===== src/rtl/trigger_generator_if.sv =====
// Custom-instruction bus between the CPU and the trigger generator.
interface trigger_generator_if;
    logic        ciStart;
    logic        ciCke;
    logic [7:0]  ciN;
    logic [31:0] ciValueA;
    logic [31:0] ciValueB;
    logic [31:0] ciResult;
    logic        ciDone;

    modport master (
        output ciStart, ciCke, ciN, ciValueA, ciValueB,
        input  ciResult, ciDone
    );

    modport slave (
        input  ciStart, ciCke, ciN, ciValueA, ciValueB,
        output ciResult, ciDone
    );
endinterface


===== src/rtl/trigger_generator.sv =====
// Periodic exposure-trigger source (continuous or N-pulse burst), configured over the CI bus.
// Optional TRIGGER_GEN_EXT_SYNC_EN: pulses are started by rising edges of an external frame sync.
module trigger_generator #(
    parameter logic [7:0] CUSTOM_INSTRUCTION_ID = 8'd0,
    parameter int         CNT_NBITS             = 32
) (
    input  logic                systemClock,
    input  logic                reset,
    trigger_generator_if.slave  ci,
    output logic                trigger,
    output logic                busy
`ifdef TRIGGER_GEN_EXT_SYNC_EN
    ,
    input  logic                extSync
`endif
);

    localparam logic [1:0] IDLE  = 2'b00;
    localparam logic [1:0] PULSE = 2'b01;
    localparam logic [1:0] GAP   = 2'b10;
    localparam logic [1:0] ARMED = 2'b11;

    localparam logic [2:0] CMD_START      = 3'd0;
    localparam logic [2:0] CMD_STOP       = 3'd1;
    localparam logic [2:0] CMD_SET_PERIOD = 3'd2;
    localparam logic [2:0] CMD_SET_WIDTH  = 3'd3;
    localparam logic [2:0] CMD_GET_STATUS = 3'd4;
    localparam logic [2:0] CMD_GET_FRAMES = 3'd5;

`ifdef TRIGGER_GEN_EXT_SYNC_EN
    localparam bit EXT_SYNC = 1'b1;
`else
    localparam bit EXT_SYNC = 1'b0;
`endif

    typedef logic [CNT_NBITS-1:0] cnt_t;

    function automatic cnt_t clampPeriod(input cnt_t p);
        if (p < CNT_NBITS'(2)) clampPeriod = CNT_NBITS'(2);
        else                   clampPeriod = p;
    endfunction

    // Width is forced into [1, pEff-1] so every period has a high and a low cycle.
    function automatic cnt_t clampWidth(input cnt_t w, input cnt_t pEff);
        cnt_t wMin;
        if (w == CNT_NBITS'(0)) wMin = CNT_NBITS'(1);
        else                    wMin = w;
        if (wMin >= pEff) clampWidth = pEff - CNT_NBITS'(1);
        else              clampWidth = wMin;
    endfunction

    logic [1:0] state_r;
    logic [1:0] stateNext_s;
    cnt_t       period_r, width_r, pEff_r, wEff_r, cnt_r, frameCount_r, remaining_r;
    logic       continuous_r;
    logic       sel_s, cmdValid_s, start_s, stop_s, enterPulse_s, more_s, extEdge_s;
    logic [2:0] cmd_s;
    cnt_t       argB_s, pEffNext_s, wEffNext_s;

    assign sel_s      = ci.ciStart & ci.ciCke & (ci.ciN == CUSTOM_INSTRUCTION_ID);
    assign cmdValid_s = sel_s & (ci.ciValueA[31:3] == 29'd0);
    assign cmd_s      = ci.ciValueA[2:0];
    assign start_s    = cmdValid_s & (cmd_s == CMD_START);
    assign stop_s     = cmdValid_s & (cmd_s == CMD_STOP);
    assign argB_s     = ci.ciValueB[CNT_NBITS-1:0];
    assign pEffNext_s = clampPeriod(period_r);
    assign wEffNext_s = clampWidth(width_r, pEffNext_s);
    assign ci.ciDone  = sel_s;

`ifdef TRIGGER_GEN_EXT_SYNC_EN
    logic [2:0] syncChain_r;
    logic       edge_r;

    // Two-flop synchroniser, then a registered rising-edge detect.
    always_ff @(posedge systemClock) begin
        if (reset) begin
            syncChain_r <= 3'b000;
            edge_r      <= 1'b0;
        end else begin
            syncChain_r <= {syncChain_r[1:0], extSync};
            edge_r      <= syncChain_r[1] & ~syncChain_r[2];
        end
    end
    assign extEdge_s = edge_r;
`else
    assign extEdge_s = 1'b0;
`endif

    // CI read mux; reads return zero unless this block is addressed with a valid code.
    always_comb begin
        ci.ciResult = 32'd0;
        if (cmdValid_s) begin
            case (cmd_s)
                CMD_GET_STATUS: ci.ciResult = {29'd0, state_r, busy};
                CMD_GET_FRAMES: ci.ciResult = 32'(frameCount_r);
                default:        ci.ciResult = 32'd0;
            endcase
        end else begin
            ci.ciResult = 32'd0;
        end
    end

    // Next-state logic: STOP beats START, both beat the period-end transition.
    always_comb begin
        more_s       = continuous_r | (remaining_r != CNT_NBITS'(0));
        enterPulse_s = 1'b0;
        stateNext_s  = state_r;
        if (stop_s) begin
            stateNext_s = IDLE;
        end else if (start_s) begin
            if (EXT_SYNC) begin
                stateNext_s = ARMED;
            end else begin
                stateNext_s  = PULSE;
                enterPulse_s = 1'b1;
            end
        end else begin
            case (state_r)
                IDLE: stateNext_s = IDLE;
                PULSE: begin
                    if (cnt_r == wEff_r) stateNext_s = GAP;
                    else                 stateNext_s = PULSE;
                end
                GAP: begin
                    if (extEdge_s && more_s) begin
                        stateNext_s  = PULSE;
                        enterPulse_s = 1'b1;
                    end else if (cnt_r == pEff_r) begin
                        if (!more_s) begin
                            stateNext_s = IDLE;
                        end else if (EXT_SYNC) begin
                            stateNext_s = ARMED;
                        end else begin
                            stateNext_s  = PULSE;
                            enterPulse_s = 1'b1;
                        end
                    end else begin
                        stateNext_s = GAP;
                    end
                end
                ARMED: begin
                    if (extEdge_s) begin
                        stateNext_s  = PULSE;
                        enterPulse_s = 1'b1;
                    end else begin
                        stateNext_s = ARMED;
                    end
                end
                default: stateNext_s = IDLE;
            endcase
        end
    end

    // FSM, period counter and burst/frame bookkeeping; pEff/wEff only change at pulse entry.
    always_ff @(posedge systemClock) begin
        if (reset) begin
            state_r      <= IDLE;
            trigger      <= 1'b0;
            busy         <= 1'b0;
            pEff_r       <= CNT_NBITS'(2);
            wEff_r       <= CNT_NBITS'(1);
            cnt_r        <= CNT_NBITS'(0);
            frameCount_r <= CNT_NBITS'(0);
            remaining_r  <= CNT_NBITS'(0);
            continuous_r <= 1'b0;
        end else begin
            state_r <= stateNext_s;
            trigger <= (stateNext_s == PULSE);
            busy    <= (stateNext_s != IDLE);
            if (enterPulse_s) begin
                pEff_r <= pEffNext_s;
                wEff_r <= wEffNext_s;
                cnt_r  <= CNT_NBITS'(1);
            end else begin
                cnt_r  <= cnt_r + CNT_NBITS'(1);
            end
            if (start_s) begin
                continuous_r <= (argB_s == CNT_NBITS'(0));
                remaining_r  <= EXT_SYNC ? argB_s : argB_s - CNT_NBITS'(1);
                frameCount_r <= enterPulse_s ? CNT_NBITS'(1) : CNT_NBITS'(0);
            end else if (enterPulse_s) begin
                frameCount_r <= frameCount_r + CNT_NBITS'(1);
                if (!continuous_r && (remaining_r != CNT_NBITS'(0))) begin
                    remaining_r <= remaining_r - CNT_NBITS'(1);
                end
            end
        end
    end

    // Configuration registers written by SET_PERIOD / SET_WIDTH.
    always_ff @(posedge systemClock) begin
        if (reset) begin
            period_r <= CNT_NBITS'(1000);
            width_r  <= CNT_NBITS'(10);
        end else begin
            if (cmdValid_s && (cmd_s == CMD_SET_PERIOD)) period_r <= argB_s;
            if (cmdValid_s && (cmd_s == CMD_SET_WIDTH))  width_r  <= argB_s;
        end
    end

endmodule


===== src/flat_wrapper.sv =====
// flat-port wrapper written by rule: the top's interface ports become plain ports
module trigger_generator_flat 
#(
    parameter logic [7:0] CUSTOM_INSTRUCTION_ID = 8'd0,
    parameter int         CNT_NBITS             = 32
)
  (systemClock, reset, trigger, busy, ci_ciStart, ci_ciCke, ci_ciN, ci_ciValueA, ci_ciValueB, ci_ciResult, ci_ciDone);
  trigger_generator_if ci_i ();
  input  logic systemClock;
  input  logic reset;
  output logic trigger;
  output logic busy;
  input wire logic [$bits(ci_i.ciStart)-1:0] ci_ciStart;
  input wire logic [$bits(ci_i.ciCke)-1:0] ci_ciCke;
  input wire logic [$bits(ci_i.ciN)-1:0] ci_ciN;
  input wire logic [$bits(ci_i.ciValueA)-1:0] ci_ciValueA;
  input wire logic [$bits(ci_i.ciValueB)-1:0] ci_ciValueB;
  output wire logic [$bits(ci_i.ciResult)-1:0] ci_ciResult;
  output wire logic [$bits(ci_i.ciDone)-1:0] ci_ciDone;
  assign ci_i.ciStart = ci_ciStart;
  assign ci_i.ciCke = ci_ciCke;
  assign ci_i.ciN = ci_ciN;
  assign ci_i.ciValueA = ci_ciValueA;
  assign ci_i.ciValueB = ci_ciValueB;
  assign ci_ciResult = ci_i.ciResult;
  assign ci_ciDone = ci_i.ciDone;
  trigger_generator #(.CUSTOM_INSTRUCTION_ID(CUSTOM_INSTRUCTION_ID), .CNT_NBITS(CNT_NBITS)) u_core (.systemClock(systemClock), .reset(reset), .ci(ci_i), .trigger(trigger), .busy(busy));
endmodule

===== config.mk =====
export PLATFORM = sky130hd
export DESIGN_NAME = trigger_generator_flat
export DESIGN_NICKNAME = d
export VERILOG_FILES = /design/src/rtl/trigger_generator_if.sv /design/src/rtl/trigger_generator.sv /design/src/flat_wrapper.sv
export SDC_FILE = /design/constraint.sdc
export NUM_CORES = 1
export LEC_CHECK = 0
export CAP_MARGIN = 5
export CORE_AREA = 8 8 179 181
export CTS_CLUSTER_SIZE = 10
export DETAILED_ROUTE_END_ITERATION = 10
export DIE_AREA = 0 0 187 189
export PLACE_DENSITY = 0.61
export SETUP_SLACK_MARGIN = 0.15
export SYNTH_ARGS = -nofsm -noshare
export SYNTH_HDL_FRONTEND = slang
export SYNTH_SLANG_ARGS = --single-unit

===== constraint.sdc =====
create_clock -name systemClock -period 7.7 [get_ports systemClock]
set_input_delay 1.54 -clock systemClock [delete_from_list [all_inputs] [get_ports systemClock]]
set_output_delay 1.54 -clock systemClock [all_outputs]
set_load 0.03 [all_outputs]

Yosys cells after proc, flatten, opt, wreduce, memory -nomap -nowiden
Cells that the tools add are included.
W data, S select, Z words.

word-level totals
  input port bits = 76
  flip-flop bits (word level) = 229
  output and inout port bits = 35

cells by class
  reductions and logical operators = 16
  eq/ne operators = 11
  add/sub/neg operators = 5
  bitwise operators = 6
  mux-type cells = 23
  magnitude comparators = 2

operators with widths
  operator                 number
  $mux W32                 9
  $sub A32 B1 Y32 const B  3
  $add A32 B1 Y32 const B  2
  $eq A32 B32 Y1           2
  $logic_not A32 Y1        2
  $pmux W32 S2             1
  $ge A32 B32 Y1           1
  $lt A32 B2 Y1 const B    1
  $reduce_bool A32 Y1      1
  $logic_not A29 Y1        1
  $logic_not A8 Y1         1
  $mux W1                  8
  $mux W2                  4
  $pmux W2 S4              1
  $eq A3 B2 Y1 const B     2
  $eq A3 B3 Y1 const B     2
  $reduce_bool A2 Y1       3
  $and A1 B1 Y1            5
  $eq A2 B1 Y1 const B     2
  $eq A2 B2 Y1 const B     2
  $eq A3 B1 Y1 const B     1
  $logic_and A1 B1 Y1      3
  $logic_not A3 Y1         1
  $logic_not A2 Y1         1
  4 further kinds          4

Depth between registers and ports, before layout
Gate-level depths: netlist (run 1).

  word-level depth = 9
  mapped depth = 16
  gate-level depth less buffers = 14

Least setup slack after synthesis (run 1)
No wires, ideal clock.

  kind = input port to flip-flop
  start point = input port ci_ciN[3]
  end point = register u_core.remaining_r[28]
  stages on the path = 14
  setup time = 0.130 ns
  path slack = 2.348 ns
  required time = 7.570 ns
  buffers on the path = 2
  arrival = 5.222 ns
  cell sequence = nor4_1 > nand3_1 > nor4_2 > clkbuf_1 > buf_1 > mux2i_1 > ha_1 > nand3_1 > or4_1 > nor3_1 > nor3b_1 > a21oi_1 > o2111ai_1 > o211ai_1

on the way
  word-level cells in the longest chain between the ends = 8
  elaborated cells between the ends (all ways) = 11

RTL lines
  what                          RTL line                  source
  start, declared               flat_wrapper.sv:15        input wire logic [$bits(ci_i.ciN)-1:0] ci_ciN;
  $logic_not A8 Y1 (*)          trigger_generator.sv:60   assign sel_s = ci.ciStart & ci.ciCke & (ci.ciN == CUSTOM_INSTRUCTION_ID);
  $and A1 B1 Y1 (*)             trigger_generator.sv:60
  $and A1 B1 Y1 (*)             trigger_generator.sv:61   assign cmdValid_s = sel_s & (ci.ciValueA[31:3] == 29'd0);
  $and A1 B1 Y1                 trigger_generator.sv:63   assign start_s = cmdValid_s & (cmd_s == CMD_START);
  $mux W1                       trigger_generator.sv:110  end else if (start_s) begin
  $mux W1                       trigger_generator.sv:108  if (stop_s) begin
  $reduce_bool A2 Y1 (no line)  n/a
  $reduce_and A2 Y1 (no line)   n/a
  end signal, assigned          trigger_generator.sv:179  remaining_r <= EXT_SYNC ? argB_s : argB_s - CNT_NBITS'(1);
  end signal, assigned          trigger_generator.sv:184  remaining_r <= remaining_r - CNT_NBITS'(1);
  end, declared                 trigger_generator.sv:54   cnt_t period_r, width_r, pEff_r, wEff_r, cnt_r, frameCount_r, remaining_r;

Mark *: on every way between the ends. The rest lies on a longest branch, timed or not.
A chain may end at the register's enable or synchronous reset.

Worst setup path after layout (run 1)
  start point = input port ci_ciValueA[26]
  end point = output port ci_ciResult[18]

on the way
  word-level cells in the longest chain between the ends = 3

RTL lines
  what               RTL line                 source
  start, declared    flat_wrapper.sv:16       input wire logic [$bits(ci_i.ciValueA)-1:0] ci_ciValueA;
  $logic_not A29 Y1  trigger_generator.sv:61
  $and A1 B1 Y1      trigger_generator.sv:61
  $mux W32           trigger_generator.sv:92  if (cmdValid_s) begin
  end, declared      flat_wrapper.sv:18       output wire logic [$bits(ci_i.ciResult)-1:0] ci_ciResult;

Every way passes these cells.

==> metrics, run 1 <==
gpl congestion=0.864; WL/cell=18.1 um; # DRC=0; commonest non-fill, non-tap cell in the layout=dfxtp_1; Clock Latency Late Sink=0.54 ns; Max stage delay on crit path=0.67 ns; Num CTS Buffers=29; Pwr Density=171 nW/um2; clock-pin transition on the worst setup and hold timing paths=0.06 ns; CP required=6.16 ns; GRT Residual Overflow=0; die extent in y=189 um; DR pass1 iterations=5; htree depth=1; Worst Path Max Fanout=23; CP endpoint kind=output pin; count of final max-slew check failures=0; Setup crit start kind=input pin; antenna cells=0; crit path time final=6.31 ns; Slew @ Worst Pin=1.09 ns; Hold Crit Class=flip-flop to flip-flop; final WL=36,500 um; post-cts hold buffer count=0; RSZ-0062 raised after global routing=false; FF-to-FF path depth=14; core footprint=29,200 um2; Mapped Area=13,000 um2; CTS tree=done; Final Setup Violations=0; largest net degree at the start of global routing=70; nets=1,729; Synth Net Count=1,699; Bufs and invs on worst path=3; async set or reset register ratio after synthesis=0%; CP top delay family=simple AND/OR/NAND/NOR gates; Post-synth EDFFs=0; Worst Skew=0.0224 ns; Clk Tree Root Cell=clkbuf_16; P&R area growth vs syn=15.8%; vias=11,100; Leak Pwr=0.00597 uW; Slowest cell on crit path=clkdlybuf4s50_1; register area share after synthesis=35.4%; final worst-path cycle share=81.9%; top_reg_cell synth=dfxtp_1; first-pass GRT wire length=58,400 um; drt initial violations=622; Die X=187 um; share of cells above drive strength 1=4.60%; vias in the first global route=10,700; I/O pin count=111; Die ar.=35,300 um2; TritonCTS Sinks=229; Initial Utilization=44.3%; DP HPWL=26,900 um; most frequent cells in the layout=229 x dfxtp_1, 170 x nor2_1, 160 x nand2_1; CTS max path bufs=3; hold depth=2; YS warnings=0; Critical Path AT=4.77 ns; Crit path depth=9; Total GRT Usage=20.0%; TNS Setup=0 ns; hold slack=0.460 ns; Slew HR=27.1%; Netlist cell types=64; critical path type=input pin to output pin; Via-to-Cell Ratio=5.51; antenna violations before repair=0; final hold violations=0; status=finished clean; Resized Gates After CTS=0; worst path cell trace=clkdlybuf4s50_1, nor4_1, nand4_1, nor4_1, nand2_1, nor2_1, buf_4, and2_1, clkdlybuf4s50_1; final antenna-violating net count=0; # port buffers=110; maxcap violations=0; number of setup buffers added after CTS=0; worst vdd ir=0.000136 V; Cells after Synth=1,587; Mean Syn Cell Area=8.17 um2; flops & latches, synth=229; Rows=63; Max Clk Rate=159 MHz
cell families after synthesis:
group | count (synthesis) | share of synthesized area (%)
and+or+nand+nor | 662 | 25.6
AOI/OAI and AO/OA | 199 | 9.51
xor gates and xnor gates | 182 | 12.3
DFF | 229 | 35.4
buffers and inverters | 174 | 5.63
adders and majority gates | 36 | 3.47
muxes | 105 | 8.15
worst min-delay path, stage by stage, from the launching register on:
cell	delay (ns)
dfxtp_1	0.31
nand2_1	0.05
a21oi_1	0.05
path summary, 6_finish.rpt:
kind | start | end | slack, ns
worst min register to register | u_core.pEff_r[19] | u_core.pEff_r[19] | 0.46
worst min-delay path | u_core.pEff_r[19] | u_core.pEff_r[19] | 0.46
worst max-delay path | ci_ciValueA[26] | ci_ciResult[18] | 1.39
worst max register to register | u_core.period_r[20] | u_core.wEff_r[14] | 2.29
synth_stat cells, types with 36 or more instances:
library cell  count  area share [%]
inv_1            49             1.4
mux2i_1         101             7.8
nand3_1          39             1.5
nand4_1          53             2.6
nor2_1          171             5.0
nand2_1         160             4.6
clkbuf_1         96             2.8
xor2_1           53             3.6
ha_1             36             3.5
nor3_1           52             2.0
nor4_1           47             2.3
xnor2_1         129             8.7
dfxtp_1         229              35
a21oi_1          76             2.9
layer usage:
layer  track usage (%)  vias up  wire (um)
li1                  -     5589          -
met1              26.9     5233      17400
met2              33.1      255      16700
met3              2.48       59       1460
met4              6.29        0       1060
met5                 0        -          0
flip-flops by register name (all words and copies together), names as in the netlist:
register / flops
u_core.cnt_r: 32
u_core.frameCount_r: 32
u_core.pEff_r: 32
u_core.period_r: 32
u_core.remaining_r: 32
u_core.wEff_r: 32
u_core.width_r: 32
u_core.state_r: 2
u_core.busy: 1
u_core.continuous_r: 1
u_core.trigger: 1
cell type report:
cell class              instances  area (um2)
fillers                      2785       14200
inverters                      51         191
clock buffers                  43         848
clock inverters                 3        40.0
multi-input cells            1184        7670
well taps                     390         488
flip-flops and latches        229        4580
repair buffers                122        1190
report_power, final:
part | switching [uW] | leakage [uW] | internal, uW
clock network | 497 | 0.000438 | 780
registers | 2.50 | 0.00184 | 1190
logic | 59.7 | 0.00369 | 48.2
per-stage QoR:
stage          setup slack [ns]  std cells  cell area, um2  power [uW]  util, %
2_1_floorplan              2.35       1587           13000        1250        -
3_3_place_gp               1.51       1976           14100        1320     48.3
3_5_place_dp               1.39       1976           14100        1320     48.3
4_1_cts                    1.38       2022           15000        2600     51.3
5_1_grt                    1.12       2022           15000        2650     51.3
6_report                   1.39       2022           15000        2570     51.3
No activity file was read; power rests on OpenSTA's default activity.
==> run 2: changes to the inputs <==
--- a/config.mk
+++ b/config.mk
@@ -10,7 +10,7 @@
 export CTS_CLUSTER_SIZE = 10
 export DETAILED_ROUTE_END_ITERATION = 10
 export DIE_AREA = 0 0 187 189
-export PLACE_DENSITY = 0.61
+export PLACE_DENSITY = 0.64
 export SETUP_SLACK_MARGIN = 0.15
 export SYNTH_ARGS = -nofsm -noshare
 export SYNTH_HDL_FRONTEND = slang
==> constraint.sdc (replaced) <==
create_clock -name systemClock -period 5.5 [get_ports systemClock]
set_input_delay 1.1 -clock systemClock [delete_from_list [all_inputs] [get_ports systemClock]]
set_output_delay 1.1 -clock systemClock [all_outputs]
set_load 0.03 [all_outputs]
==> run 2 against run 1 <==
Compared with the run above: cell count is essentially flat; register-to-register slack worse by 1.5 ns; critical endpoint is now ci_ciResult[26]; hold slack improved by 0.0043 ns; largest cell class unchanged; die area unchanged; critical path depth decreased by 1; clock power increased by 23%; combinational power up 43%; sequential share of layout area rose by 0.27 points; clock skew down 0.012 ns.
==> metrics, run 2 (same netlist as run 1, synthesis figures left out) <==
worst path cell trace=clkdlybuf4s50_1, nor4_1, nand4_1, nor4_1, buf_4, nand2_1, nor3_1, clkdlybuf4s50_1; Finished Core Util=50.9% (-0.44 points); crit path time final=4.90 ns; Critical Path AT=3.80 ns (-0.97 ns); Setup crit start kind=input pin; CTS max path bufs=3 (unchanged); worst hold start=u_core.pEff_r[12]; number of setup buffers added after CTS=0 (unchanged); TritonCTS Sinks=229 (unchanged); P&R area growth vs syn=14.8%; RSZ-0062 raised after global routing=false; final antenna-violating net count=0 (unchanged); final WL=36,600 um (+0.23%); CP required=4.40 ns (-1.76 ns); DP HPWL=27,300 um (+1.5%); Filler cells=2,770 (-0.54%); CTS tree=done; Clk Tree Root Cell=clkbuf_16; count of final max-slew check failures=0 (unchanged); Slew HR=32.7% (+5.5 points); gpl congestion=0.882 (+2.1%); vias in the first global route=10,900 (+1.7%); FF-to-FF path depth=15 (+1); status=finished clean; fin area=14,900 um2 (-0.87%); critical path type=input pin to output pin; storage element area=4580 um2 (unchanged); WL/cell=18.1 um (+0.33%); nets=1,736 (+0.40%); CP endpoint kind=output pin; Worst Skew=0.0101 ns (-0.0123 ns); Die X=187 um (unchanged); Num CTS Buffers=27 (-6.9%); Max stage delay on crit path=0.72 ns (+0.05 ns); Slowest cell on crit path=clkdlybuf4s50_1; antenna cells=0 (unchanged); largest net degree at the start of global routing=82 (+17%); first-pass GRT wire length=59,100 um (+1.1%); hold slack=0.465 ns (+0.00429 ns); antenna violations before repair=0 (unchanged); drt initial violations=722 (+16%); TNS Setup=0 ns (unchanged); Worst Hold End=u_core.pEff_r[12]; commonest non-fill, non-tap cell in the layout=dfxtp_1; DR pass1 iterations=5 (unchanged); Pwr Density=228 nW/um2 (+33%); # port buffers=110 (unchanged); final worst-path cycle share=89.1%; Die ar.=35,300 um2 (unchanged); post-cts hold buffer count=0 (unchanged); vias=11,300 (+1.8%); total chip power=3390 uW (+32%); I/O pin count=111 (unchanged); core footprint=29,200 um2 (unchanged); Hold Crit Class=flip-flop to flip-flop; Rows=63 (unchanged); Leak Pwr=0.00599 uW (+0.33%); Max Clk Rate=204 MHz; Final Setup Violations=0 (unchanged); post-place instance area=14,100 um2 (+0.16%); Slew @ Worst Pin=1.01 ns (-0.0830 ns); Worst Path Max Fanout=10 (-57%); FF-to-FF End=u_core.wEff_r[7]; maxcap violations=0 (unchanged); Resized Gates After CTS=0 (unchanged); GRT Residual Overflow=0 (unchanged); # DRC=0 (unchanged); htree depth=1 (unchanged); Via-to-Cell Ratio=5.61 (+1.9%); Total GRT Usage=20.1% (+0.094 points); setup slack, reg-to-reg=0.77 ns (-1.52 ns); multi-input logic area=7670 um2 (unchanged); worst r2r src=u_core.period_r[12]; hold depth=2 (unchanged); final hold violations=0 (unchanged); most frequent cells in the layout=229 x dfxtp_1, 170 x nor2_1, 160 x nand2_1; worst vdd ir=0.000193 V (+42%); share of cells above drive strength 1=6.01% (+1.4 points); Clock Latency Late Sink=0.53 ns (about the same); Initial Utilization=44.3% (unchanged); clock-pin transition on the worst setup and hold timing paths=0.05 ns (about the same); die extent in y=189 um (unchanged)
[run 2: cell count changes in the layout (fill, tap and decap cells not counted), sizes merged]
cell	before	now
buf	13	45
bufinv	1	0
clkbuf	43	35
clkdlybuf4s50	109	86
clkinv	4	2
[run 2: worst max path at each step]
stage | start | end | slack [ns] | cells after the start
global placement | ci_ciCke | u_core.remaining_r[28] | 0.65 | 15
CTS | ci_ciValueA[18] | ci_ciResult[26] | 0.58 | 8
global route | ci_ciValueA[11] | ci_ciResult[26] | 0.36 | 8
finish | ci_ciValueA[17] | ci_ciResult[26] | 0.60 | 8
detailed placement | ci_ciCke | u_core.remaining_r[28] | 0.45 | 15
floorplan | ci_ciN[3] | u_core.remaining_r[28] | 0.59 | 14
[run 2: area by class of cell]
cell class | count | share of cell area, %
multi-input cells | 1184 | 51.5
repair buffers | 131 | 8.14
clock buffers | 35 | 4.94
well taps | 390 | 3.28
inverters | 51 | 1.29
flip-flops and latches | 229 | 30.8
[run 2: per-layer routing]
metal | vias up | global-route usage, % | routed length (um)
li1 | 5598 | - | -
met4 | 0 | 4.98 | 826
met5 | - | 0 | 0
met3 | 56 | 2.65 | 1850
met1 | 5372 | 27.1 | 17000
met2 | 312 | 33.6 | 17000
[run 2: worst max-delay path: cells and delay by family]
kind | cells | cell delay (ns)
simple gates | 5 | 1.38
buf+inv | 3 | 1.31
[run 2: power breakdown]
group	switching, uW	leakage, uW	internal (uW)
logic	85.4	0.00379	69.0
registers	3.40	0.00184	1660
clock network	655	0.000360	913
total	744	0.00599	2640
[run 2: per-stage QoR]
stage,setup slack (ns),instances
2_1_floorplan,0.588,1587
3_3_place_gp,0.650,1985
3_5_place_dp,0.454,1985
4_1_cts,0.582,2020
5_1_grt,0.358,2020
6_report,0.601,2020
